--- config.mk ---
export PLATFORM = sky130hd
export DESIGN_NAME = controlador_interrupcao
export DESIGN_NICKNAME = d
export VERILOG_FILES = /design/src/rtl/controlador_interrupcao.sv
export SDC_FILE = /design/constraint.sdc
export NUM_CORES = 1
export LEC_CHECK = 0
export CORE_MARGIN = 2
export CORE_UTILIZATION = 41
export CTS_CLUSTER_DIAMETER = 80
export CTS_CLUSTER_SIZE = 14
export DETAILED_ROUTE_END_ITERATION = 10
export PLACE_DENSITY = 0.81
export SYNTH_ARGS = -nofsm -noshare
export SYNTH_HDL_FRONTEND = slang
export SYNTH_SLANG_ARGS = --single-unit
export TNS_END_PERCENT = 100
--- constraint.sdc ---
create_clock -name clock -period 2.2 [get_ports clock]
set_input_delay 0.44 -clock clock [delete_from_list [all_inputs] [get_ports clock]]
set_output_delay 0.44 -clock clock [all_outputs]
set_load 0.03 [all_outputs]
--- src/rtl/controlador_interrupcao.sv ---
// Interrupt sequencer between the user program and the OS kernel: quantum timer,
// edge-latched halt/io requests, fixed-priority dispatch (halt > clk > io), masked kernel mode.
module controlador_interrupcao #(
  parameter int ADDR_WIDTH = 13,
  parameter int DATA_WIDTH = 32,
  parameter int TIME_WIDTH = 16
) (
  input  logic                  clock,
  input  logic                  reset_n,
  input  logic                  halt_req,
  input  logic                  io_req,
  input  logic                  set_clock,
  input  logic [TIME_WIDTH-1:0] int_time,
  input  logic [ADDR_WIDTH-1:0] pc,
  input  logic [ADDR_WIDTH-1:0] pc_proximo,
  input  logic                  get_interruption,
  input  logic                  os_return,
  output logic                  int_halt,
  output logic                  int_clk,
  output logic                  int_io,
  output logic [DATA_WIDTH-1:0] qual_interrupcao,
  output logic [ADDR_WIDTH-1:0] pc_interrup,
  output logic                  kernel_mode,
  output logic [TIME_WIDTH-1:0] quantum_restante
);

  typedef enum logic [1:0] {ST_USER, ST_DISPATCH, ST_KERNEL} state_t;

  state_t r_state, w_next_state;

  logic                  r_halt_d, r_io_d;
  logic                  r_pend_halt, r_pend_clk, r_pend_io;
  logic                  r_armed;
  logic [TIME_WIDTH-1:0] r_count;
  logic                  r_int_halt, r_int_clk, r_int_io;
  logic [DATA_WIDTH-1:0] r_qual;
  logic [ADDR_WIDTH-1:0] r_pc_int;

  logic       w_halt_rise, w_io_rise, w_expire, w_any_pend, w_enter_dispatch;
  logic       w_sel_halt, w_sel_clk, w_sel_io;
  logic [1:0] w_code;

  assign w_halt_rise = halt_req & ~r_halt_d;
  assign w_io_rise   = io_req & ~r_io_d;
  // Timer only runs in user mode; a reload in the same cycle suppresses expiry.
  assign w_expire    = r_armed && (r_state == ST_USER) && !set_clock && (r_count == TIME_WIDTH'(1));

  assign w_any_pend       = r_pend_halt | r_pend_clk | r_pend_io;
  assign w_enter_dispatch = (r_state == ST_USER) && w_any_pend;

  assign w_sel_halt = r_pend_halt;
  assign w_sel_clk  = ~r_pend_halt & r_pend_clk;
  assign w_sel_io   = ~r_pend_halt & ~r_pend_clk & r_pend_io;
  assign w_code     = w_sel_halt ? 2'd2 : (w_sel_clk ? 2'd1 : (w_sel_io ? 2'd3 : 2'd0));

  always_comb begin
    w_next_state = r_state;
    case (r_state)
      ST_USER:     if (w_any_pend) w_next_state = ST_DISPATCH;
      ST_DISPATCH: w_next_state = ST_KERNEL;
      ST_KERNEL:   if (os_return) w_next_state = ST_USER;
      default:     w_next_state = ST_USER;
    endcase
  end

  always_ff @(posedge clock or negedge reset_n) begin
    if (!reset_n) begin
      r_state <= ST_USER;
    end else begin
      r_state <= w_next_state;
    end
  end

  always_ff @(posedge clock or negedge reset_n) begin
    if (!reset_n) begin
      r_count <= '0;
      r_armed <= 1'b0;
    end else if (set_clock) begin
      r_count <= int_time;
      r_armed <= (int_time != '0);
    end else if (r_armed && (r_state == ST_USER)) begin
      r_count <= r_count - TIME_WIDTH'(1);
      if (r_count == TIME_WIDTH'(1)) r_armed <= 1'b0;
    end
  end

  // A new request on the same edge as its dispatch-clear stays pending.
  always_ff @(posedge clock or negedge reset_n) begin
    if (!reset_n) begin
      r_halt_d    <= 1'b0;
      r_io_d      <= 1'b0;
      r_pend_halt <= 1'b0;
      r_pend_clk  <= 1'b0;
      r_pend_io   <= 1'b0;
    end else begin
      r_halt_d    <= halt_req;
      r_io_d      <= io_req;
      r_pend_halt <= (r_pend_halt & ~(w_enter_dispatch & w_sel_halt)) | w_halt_rise;
      r_pend_clk  <= (r_pend_clk  & ~(w_enter_dispatch & w_sel_clk))  | w_expire;
      r_pend_io   <= (r_pend_io   & ~(w_enter_dispatch & w_sel_io))   | w_io_rise;
    end
  end

  // Dispatch results are captured on the edge into DISPATCH so they are visible during it.
  always_ff @(posedge clock or negedge reset_n) begin
    if (!reset_n) begin
      r_int_halt <= 1'b0;
      r_int_clk  <= 1'b0;
      r_int_io   <= 1'b0;
      r_qual     <= '0;
      r_pc_int   <= '0;
    end else if (w_enter_dispatch) begin
      r_int_halt <= w_sel_halt;
      r_int_clk  <= w_sel_clk;
      r_int_io   <= w_sel_io;
      r_qual     <= DATA_WIDTH'(w_code);
      r_pc_int   <= w_sel_halt ? pc : pc_proximo;
    end else begin
      r_int_halt <= 1'b0;
      r_int_clk  <= 1'b0;
      r_int_io   <= 1'b0;
      if ((r_state == ST_KERNEL) && get_interruption) r_qual <= '0;
    end
  end

  assign int_halt         = r_int_halt;
  assign int_clk          = r_int_clk;
  assign int_io           = r_int_io;
  assign qual_interrupcao = r_qual;
  assign pc_interrup      = r_pc_int;
  assign kernel_mode      = (r_state != ST_USER);
  assign quantum_restante = r_count;

endmodule

# Word-level counts from Yosys, hierarchy flattened
# Cells that the tools add are included.
# totals
ff_bits	72
output_inout_bits	65
word_cells	73
# op_classes
muxes	17
eq_ne	5
reduce_logical	14
n_addsub	1
bitwise_logic	23
# ops
cell	n
32-bit two-way mux	2
16-bit two-way mux	2
16-bit by 1-bit equality test with 1-bit output, second input constant	1
16-bit nonzero test	1
16-bit by 1-bit subtractor with 16-bit output, second input constant	1
13-bit two-way mux	1
1-bit AND	11
2-bit two-way mux	5
2-bit nonzero test	4
1-bit inverter	7
1-bit two-way mux	6
2-bit case mux with 3 select lines	1
1-bit logical AND	5
1-bit OR	5
2-bit inequality test, second input constant	2
2-bit AND reduction	2
2-bit by 1-bit equality test with 1-bit output, second input constant	1
2-bit equality test, second input constant	1
2-bit zero test	1
1-bit zero test	1

# Longest topological paths before layout
# Gate-level depths: netlist (run 1).
# depth
word_depth	7
ltp_mapped	7
ltp_nobuf	6

# Least setup slack after synthesis (run 1)
# OpenSTA, ideal clock, no wires.
# synth_timing
kind	register to register
startpoint	register r_count[11] (netlist: quantum_restante[11])
endpoint	register r_count[15] (netlist: quantum_restante[15])
path_buffers	0
path_stages_with_launch	5
setup_time_ps	82
period_less_slack_ps	2148
slack_ps	52
arrival_ps	2066
cell_sequence	dfrtp_1 or4_4 or3_4 or4_1 a31oi_1
# synth_via
elab_chain_cells	3
# synth_rtl
item	line	source
from (decl)	34	logic [TIME_WIDTH-1:0] r_count;
from (signal assigned)	79	r_count <= int_time;
from (signal assigned)	82	r_count <= r_count - TIME_WIDTH'(1);
16-bit by 1-bit subtractor with 16-bit output	82	
16-bit two-way mux	81	end else if (r_armed && (r_state == ST_USER)) begin
16-bit two-way mux	78	end else if (set_clock) begin
# Every way passes these cells. The select of a mux whose other input is x is not followed.
# A chain may end at the register's enable or synchronous reset.

# Worst setup path in the final report (run 1)
# Ends and elaborated chain as after synthesis.

==> impl_metrics.json, run 1 <==
{
  "powerDensity_mw_per_mm2": 1110,
  "r2r_end": "quantum_restante[15]$_DFFE_PN0P_",
  "first_pass_iters": 4,
  "hold_buffers": 0,
  "vias": 1994,
  "start_kind": "flop",
  "core_mm2": 0.00547,
  "status": "finished, final reports clean",
  "cp.arrival_ns": 2.34,
  "startpoint": "quantum_restante[11]$_DFFE_PN0P_",
  "place_inst": 398,
  "clk_pin_slew_ns": 0.08,
  "fin_setup_tns_ns": 0,
  "synth_flop_cell": "dfrtp_1",
  "maxCapViolations": 0,
  "grt.total_usage_pct": 17.8,
  "seq_area_frac_synth_pct": 45.4,
  "multiInputGateArea_mm2": 0.00108,
  "instances_no_fill": 406,
  "fin_skew_ns": 0.00665,
  "htreeDepth": 2,
  "reg2regPathDepth": 4,
  "gr-usage-met1_pct": 21.8,
  "synth_area_leader_cell": "dfrtp_1",
  "synth-seq-cells": 42,
  "register_area_mm2": 0.00105,
  "cts_tree": "yes",
  "postCtsSetupBuffers": 0,
  "max_slew_margin_pct": 63.8,
  "yosys.cell_types.count": 39,
  "routed_wl_mm": 5.45,
  "max_freq_ghz": 0.470,
  "antenna_found_initial": 0,
  "required_ns": 2.41,
  "r2r_start": "quantum_restante[11]$_DFFE_PN0P_",
  "synth_edf_count": 0,
  "synth_top_area_share_pct": 45.4,
  "setup_viol": 0,
  "start_util_pct": 42.3,
  "switchingPower_w": 0.00151,
  "fillers": 509,
  "antenna_cells": 0,
  "port_buffers": 83,
  "internal_power_w": 0.00211,
  "hold_path.class": "in -> async",
  "cp_cell_sequence": "or4_4 > or3_4 > or4_1 > a31oi_1",
  "ir_worst_vdd_uv": 734,
  "rsz0062_at_grt": "false",
  "grt_pass1_vias": 1929,
  "drive_gt1_share_pct": 6.89,
  "drc": 0,
  "end_kind": "flop",
  "die_w_um": 79.1,
  "crit_end": "quantum_restante[15]$_DFFE_PN0P_",
  "r2r_slack_ns": 0.07,
  "grtUsageMet2_pct": 28.1,
  "clock_latency_ns": 0.30,
  "p_clk_share_pct": 17.2,
  "die-area_mm2": 0.00626,
  "synth_area_leaders": "dfrtp_1 (45%), buf_4 (9.7%), mux2i_1 (6.1%)",
  "drt_iter0_markers": 113,
  "hpwlAfterDp_mm": 4.12,
  "slew_viol_final": 0,
  "power_w": 0.00362,
  "slowest_delay_ns": 0.58,
  "cts_buffer_depth": 2,
  "area_delta_synth_final_pct": 40.3,
  "cp_slowest_cell": "or4_4",
  "placementRows": 27,
  "grt_pass1_wl_mm": 8.77,
  "cp_max_fo": 5,
  "sw_frac_of_total_pct": 41.7,
  "postSynthAreaPerCell_um2": 9.37,
  "grtUsageMet3_pct": 8.07,
  "async_reset_ff_share_pct": 100,
  "ys_top_cells_by_count": "dfrtp_1 (42), buf_4 (30), nor2_1 (25), nand2_1 (20), o21ai_0 (17)",
  "combPwrFrac_pct": 49.3,
  "ctsRootBufferMaster": "clkbuf_8",
  "hold_slack_ns": 0.195,
  "grt_max_degree": 43,
  "die_h_um": 79.1,
  "drtAntennaViolNets": 0,
  "max_slew.worst_pin.slew_ns": 0.542,
  "final_nets": 384,
  "finalHoldViolations": 0,
  "grt_overflow": 0,
  "power_frac_seq_pct": 33.6,
  "synth_area_mm2": 0.00231,
  "yosysWarnings": 0,
  "finalCritPeriodShare_pct": 96.7,
  "final_util_pct": 59.3,
  "syn_inst": 247,
  "synthMostInstantiatedCell": "dfrtp_1",
  "leakagePower_nw": 1.38,
  "cts-resized-gates": 0,
  "post_drt_wl_per_cell_um": 13.4,
  "vias_per_cell": 4.91,
  "worstSetupPathType": "reg -> reg",
  "numCtsBuffers": 5,
  "gp_congestion": 0.898,
  "top_usage_layer": "met2",
  "min_period_ns": 2.13,
  "clock_sinks": 42,
  "ios": 114
}
## kinds of logic after synthesis
group | share of synthesized area [%]
AND/OR/NAND/NOR | 19.6
buffers and inverters | 12.5
AO/OA/AOI/OAI | 11.3
flip-flops | 45.4
multiplexers | 6.54
XOR/XNOR | 3.41
adder cells (fa/ha/maj) | 1.08
other | 0.162
## cell usage in the layout, fill, tap and decap left out, drive strengths merged, types with 2 or more instances in the layout
master	n
nand4	2
xor2	7
clkinv	2
nor3	3
or4	5
ha	2
o21ai	17
clkbuf	5
conb	30
inv	6
mux2i	14
nor2b	4
nand2	20
nand3b	3
nor2	25
nand3	6
a22oi	2
or3	4
a31oi	3
o31ai	4
buf	9
a21oi	15
nor3b	2
clkdlybuf4s50	81
xnor2	2
nor4	7
dfrtp	42
## layout make-up
class,instances,area share [%]
tap,72,2.77
multi-input combinational,187,33.3
clock buffer,5,2.12
clock inverter,3,1.35
inverter,6,0.694
sequential,42,32.4
timing repair buffer,91,27.4
## how the worst min path moves through the flow
stage / to / slack (ns)
6_report: quantum_restante[11]$_DFFE_PN0P_ / 0.20
2_1_floorplan: int_clk$_DFF_PN0_ / 0.14
4_1_cts: qual_interrupcao[1]$_DFFE_PN0P_ / 0.22
3_5_place_dp: r_pend_io$_DFF_PN0_ / 0.42
3_3_place_gp: r_pend_io$_DFF_PN0_ / 0.40
5_1_grt: qual_interrupcao[1]$_DFFE_PN0P_ / 0.25
## power by group through the flow
stage | logic [W] | registers [W] | clock network [W]
after floorplan | 0.000800 | 0.00155 | 0
after global placement | 0.00177 | 0.00122 | 0
after detailed placement | 0.00180 | 0.00123 | 0
after CTS | 0.00180 | 0.00121 | 0.000640
after global routing | 0.00194 | 0.00125 | 0.000658
final | 0.00178 | 0.00121 | 0.000621
## metal layers
layer / wire length [um] / part of all wire [%]
met3: 682 / 13
met5: 0 / 0
met2: 2480 / 45
met1: 2280 / 42
met4: 17 / 0.31
## sequential cells by signal, indices dropped and copies added, names as in the netlist
signal            count
int_clk               1
int_halt              1
int_io                1
pc_interrup          13
qual_interrupcao      2
quantum_restante     16
r_armed               1
r_halt_d              1
r_io_d                1
r_pend_clk            1
r_pend_halt           1
r_pend_io             1
r_state               2
## per-stage QoR
stage | setup slack (ns) | cell area, um^2
global route | 0.00770 | 3250
finish | 0.0721 | 3250
global placement | 0.144 | 3130
detailed placement | 0.107 | 3130
floorplan | 0.0519 | 2420
CTS | 0.0288 | 3240
## critical path, delay by kind of cell (launching register included)
kind               cells  cell delay, ns
AOI/OAI and AO/OA      1            0.17
DFF                    1            0.41
and+or+nand+nor        3            1.46
Note: power is estimated with default switching activity, not from simulation.
==> run 2: changes to the inputs <==
--- a/config.mk
+++ b/config.mk
@@ -5,7 +5,7 @@
 export SDC_FILE = /design/constraint.sdc
 export NUM_CORES = 1
 export LEC_CHECK = 0
-export CORE_MARGIN = 2
+export CORE_MARGIN = 3
 export CORE_UTILIZATION = 41
 export CTS_CLUSTER_DIAMETER = 80
 export CTS_CLUSTER_SIZE = 14
==> run 2 against run 1 <==
Net effect: core utilization increased by 2.1 points; clock power decreased by 15%; via count decreased by 1.3%; maximum frequency increased by 2.0%; wire length increased by 5.7%; highest routed layer unchanged; register-to-register slack improved by 0.04 ns; sequential share of layout area increased by 0.10 points; count of clock-buffer cells in the layout unchanged; critical path type unchanged; die area increased by 5.1%.
==> impl_metrics.json, run 2 (synthesis gave the netlist of run 1 again) <==
{
  "status": "finished, final reports clean",
  "place_inst": 396,
  "hold_path.class": "in -> async",
  "fin_skew_ns": 0.0151,
  "postCtsSetupBuffers": 0,
  "start_util_pct": 43.9,
  "ctsRootBufferMaster": "clkbuf_8",
  "clk_pin_slew_ns": 0.09,
  "required_ns": 2.43,
  "max_slew.worst_pin.slew_ns": 0.515,
  "die_w_um": 81.1,
  "drt_iter0_markers": 94,
  "die-area_mm2": 0.00658,
  "ios": 114,
  "gp_congestion": 0.833,
  "setup_viol": 0,
  "cts_tree": "yes",
  "gr-usage-met1_pct": 24.7,
  "r2r_start": "quantum_restante[10]$_DFFE_PN0P_",
  "cp_max_fo": 5,
  "final_nets": 384,
  "end_kind": "flop",
  "area_delta_synth_final_pct": 39.9,
  "final_common_cell": "clkdlybuf4s50_1",
  "reg2regPathDepth": 4,
  "worstSetupPathType": "reg -> reg",
  "cp.arrival_ns": 2.32,
  "leakagePower_nw": 1.37,
  "drc": 0,
  "ir_worst_vdd_uv": 583,
  "placed_area_mm2": 0.00314,
  "largest_reg_flops": 16,
  "htreeDepth": 2,
  "r2r_end": "quantum_restante[15]$_DFFE_PN0P_",
  "placementRows": 26,
  "grt.total_usage_pct": 18.5,
  "grt_pass1_vias": 1783,
  "max_slew_margin_pct": 65.6,
  "hold_buffers": 0,
  "vias_per_cell": 4.87,
  "grtUsageMet3_pct": 2.88,
  "antenna_found_initial": 0,
  "clock_sinks": 42,
  "powerDensity_mw_per_mm2": 1090,
  "slew_viol_final": 0,
  "numCtsBuffers": 5,
  "maxCapViolations": 0,
  "grt_pass1_wl_mm": 9.23,
  "top_usage_layer": "met2",
  "die_h_um": 81.1,
  "port_buffers": 83,
  "clock_latency_ns": 0.31,
  "hold_slack_ns": 0.0834,
  "start_kind": "flop",
  "rsz0062_at_grt": "false",
  "post_drt_wl_per_cell_um": 14.3,
  "max_freq_ghz": 0.479,
  "finalHoldViolations": 0,
  "drtAntennaViolNets": 0,
  "power_w": 0.00353,
  "core_mm2": 0.00527,
  "stdcell_area_mm2": 0.00324,
  "grt_overflow": 0,
  "hpwlAfterDp_mm": 4.51,
  "min_period_ns": 2.09,
  "instances_no_fill": 404,
  "fin_setup_tns_ns": 0,
  "routed_wl_mm": 5.77,
  "grtUsageMet2_pct": 30.3,
  "grt_max_degree": 28,
  "cts_buffer_depth": 2,
  "first_pass_iters": 4,
  "r2r_slack_ns": 0.11,
  "drive_gt1_share_pct": 6.89,
  "antenna_cells": 0,
  "finalCritPeriodShare_pct": 94.8,
  "layout_common_cells": "clkdlybuf4s50_1 (81), dfrtp_1 (42), conb_1 (30)",
  "vias": 1968
}
==> run 2: changes by cell type in the layout (fill, tap and decap cells not counted) <==
cell | before | now
buf_12 | 0 | 1
clkinvlp_4 | 0 | 2
bufinv_16 | 1 | 0
buf_4 | 8 | 7
clkinv_2 | 1 | 0
==> run 2: area by class of cell <==
| type | instances | area, um^2 |
|---|---|---|
| well taps | 70 | 87.6 |
| multi-input cells | 187 | 1080 |
| clock inverters | 3 | 23.8 |
| fillers | 467 | 2030 |
| repair buffers | 91 | 901 |
| clock buffers | 5 | 68.8 |
| flip-flops and latches | 42 | 1050 |
| inverters | 6 | 22.5 |
==> run 2: through the flow <==
| step | utilization, % | setup slack [ns] |
|---|---|---|
| 6_report | 61.4 | 0.114 |
| 5_1_grt | 61.4 | 0.0749 |
| 4_1_cts | 61.4 | 0.0579 |
| 3_5_place_dp | 59.6 | 0.125 |
| 3_3_place_gp | 59.6 | 0.140 |
| 2_1_floorplan | - | 0.0519 |
==> run 2: worst max-delay path by stage <==
stage | endpoint | cells past startpoint | startpoint | slack (ns)
2_1_floorplan | quantum_restante[15]$_DFFE_PN0P_ | 4 | quantum_restante[11]$_DFFE_PN0P_ | 0.05
3_3_place_gp | quantum_restante[15]$_DFFE_PN0P_ | 4 | quantum_restante[11]$_DFFE_PN0P_ | 0.14
3_5_place_dp | quantum_restante[15]$_DFFE_PN0P_ | 4 | quantum_restante[11]$_DFFE_PN0P_ | 0.13
4_1_cts | kernel_mode | 3 | r_state[1]$_DFFE_PN0P_ | 0.06
5_1_grt | quantum_restante[15]$_DFFE_PN0P_ | 4 | quantum_restante[11]$_DFFE_PN0P_ | 0.07
6_report | quantum_restante[15]$_DFFE_PN0P_ | 4 | quantum_restante[10]$_DFFE_PN0P_ | 0.11
==> run 2: critical path, stage by stage, from the launching register on <==
cell and delay [ns]:
dfrtp_1 0.42, or4_4 0.56, or3_4 0.40, or4_1 0.47
a31oi_1 0.17
==> run 2: timing repair <==
item,in CTS,in global routing
gates resized for setup,0,1
endpoints found under the setup margin,0,1
endpoints found under the hold margin,0,0
==> run 2: report_power, final <==
group	switching, W	internal (W)	total (W)
Sequential	0.000217	0.00101	0.00123
Combinational	0.00102	0.000760	0.00178
Clock	0.000298	0.000227	0.000525
Total	0.00153	0.00200	0.00353
==> run 2: per-layer routing <==
metal / wire, um / vias up
met5: 0 / -
met4: 87 / 0
met3: 271 / 7
met2: 2930 / 73
met1: 2480 / 914
li1: - / 974
==> run 3: changes to the inputs <==
--- a/config.mk
+++ b/config.mk
@@ -11,6 +11,8 @@
 export CTS_CLUSTER_SIZE = 14
 export DETAILED_ROUTE_END_ITERATION = 10
 export PLACE_DENSITY = 0.81
+export REMOVE_ABC_BUFFERS = 1
+export SETUP_SLACK_MARGIN = 0.1
 export SYNTH_ARGS = -nofsm -noshare
 export SYNTH_HDL_FRONTEND = slang
 export SYNTH_SLANG_ARGS = --single-unit
==> run 3 against run 2 <==
Net effect: cell area up 1.9%; worst setup slack better by 0.028 ns; clock power up 17%; clock skew down 0.010 ns; core utilization up 1.2 points; flip-flop and latch count unchanged; maximum frequency up 1.3%.
==> impl_metrics.json, run 3 (synthesis gave the netlist of run 1 again) <==
{
  "status": "finished, final reports clean",
  "cp_slowest_cell": "or4_4",
  "grt.total_usage_pct": 17.7,
  "grt_pass1_vias": 1914,
  "placementRows": 26,
  "vias_per_cell": 4.92,
  "gp_congestion": 0.809,
  "finalCritPeriodShare_pct": 93.6,
  "drt_iter0_markers": 109,
  "drc": 0,
  "final_nets": 392,
  "clock_latency_ns": 0.29,
  "antenna_cells": 0,
  "worstSetupPathType": "reg -> reg",
  "grt_overflow": 0,
  "end_kind": "flop",
  "final_common_cell": "clkdlybuf4s50_1",
  "post_drt_wl_per_cell_um": 13.7,
  "die_h_um": 81.1,
  "cp_max_fo": 5,
  "slowest_delay_ns": 0.55,
  "hold_path.class": "in -> async",
  "setup_viol": 0,
  "fin_setup_tns_ns": 0,
  "place_inst": 399,
  "ir_worst_vdd_uv": 723,
  "clk_pin_slew_ns": 0.08,
  "cp.arrival_ns": 2.27,
  "drive_gt1_share_pct": 9.06,
  "powerDensity_mw_per_mm2": 1100,
  "max_slew.worst_pin.slew_ns": 0.531,
  "rsz0062_at_grt": "true",
  "vias": 2029,
  "cts_buffer_depth": 2,
  "instances_no_fill": 412,
  "fin_skew_ns": 0.00492,
  "maxCapViolations": 0,
  "min_period_ns": 2.06,
  "core_mm2": 0.00527,
  "startpoint": "quantum_restante[10]$_DFFE_PN0P_",
  "ios": 114,
  "required_ns": 2.41,
  "cts_tree": "yes",
  "final_util_pct": 62.6,
  "first_pass_iters": 4,
  "start_util_pct": 43.9,
  "r2r_start": "quantum_restante[10]$_DFFE_PN0P_",
  "ctsRootBufferMaster": "clkbuf_8",
  "grt_pass1_wl_mm": 9.01,
  "routed_wl_mm": 5.66,
  "layout_common_cells": "clkdlybuf4s50_1 (81), dfrtp_1 (41), conb_1 (30)",
  "max_slew_margin_pct": 64.6,
  "leakagePower_nw": 1.40,
  "start_kind": "flop",
  "max_freq_ghz": 0.486,
  "port_buffers": 83,
  "die_w_um": 81.1,
  "power_w": 0.00363,
  "grt_max_degree": 43,
  "die-area_mm2": 0.00658,
  "area_delta_synth_final_pct": 42.6,
  "hold_buffers": 0,
  "fillers": 458,
  "antenna_found_initial": 0,
  "clock_sinks": 42,
  "hpwlAfterDp_mm": 4.27,
  "htreeDepth": 2,
  "slew_viol_final": 0,
  "drtAntennaViolNets": 0,
  "numCtsBuffers": 5,
  "largest_reg_flops": 16,
  "cp_cell_sequence": "or4_4 > or3_4 > or4_1 > a31oi_1",
  "finalHoldViolations": 0
}
[run 3: area by class of cell]
type | count | area, um^2 | share of cell area [%]
multi-input cells | 187 | 1080 | 32.8
flip-flops and latches | 42 | 1050 | 31.9
repair buffers | 99 | 945 | 28.6
well taps | 70 | 87.6 | 2.65
clock buffers | 6 | 72.6 | 2.20
clock inverters | 2 | 37.5 | 1.14
inverters | 6 | 22.5 | 0.683
[run 3: worst max-delay path, delay by kind of cell, from the launching register on]
family	cells	cell delay (ns)
and+or+nand+nor	3	1.38
DFF	1	0.41
AOI/OAI and AO/OA	1	0.20
[run 3: repair_timing]
item                       CTS  global route
pin swaps                    1             3
setup endpoints to repair    2             1
gates resized for setup      1             1
setup buffers                0             5
[run 3: report_power, final]
part           switching, W  total (W)  internal, W
clock network      0.000274   0.000613     0.000339
logic               0.00103    0.00179     0.000760
registers          0.000212    0.00122      0.00101
total               0.00152    0.00363      0.00211
[run 3: layer usage]
metal	vias to the layer above	global-route usage [%]	share of wire (%)
li1	992	-	-
met1	938	21.2	40
met2	94	29.7	48
met3	5	6.87	11
met4	0	4.56	0.81
met5	-	0	0
[run 3: worst paths after layout]
kind	endpoint	slack (ns)	cells after the start
hold reg to reg	r_pend_io$_DFF_PN0_	0.42	1
setup / recovery	quantum_restante[15]$_DFFE_PN0P_	0.14	4
max in group asynchronous	quantum_restante[9]$_DFFE_PN0P_	1.60	2
min in group clock	r_pend_io$_DFF_PN0_	0.42	1
setup reg to reg	quantum_restante[15]$_DFFE_PN0P_	0.14	4
hold / removal	r_io_d$_DFF_PN0_	0.21	2
[run 3: stage by stage]
| step | worst slack (ns) | hold slack [ns] | instance area (um^2) |
|---|---|---|---|
| finish | 0.141 | 0.208 | 3300 |
| global route | 0.0803 | 0.238 | 3300 |
| CTS | 0.0759 | 0.221 | 3260 |
| detailed placement | 0.0636 | 0.416 | 3150 |
| global placement | 0.148 | 0.403 | 3150 |
| floorplan | 0.00916 | 0.144 | 2160 |
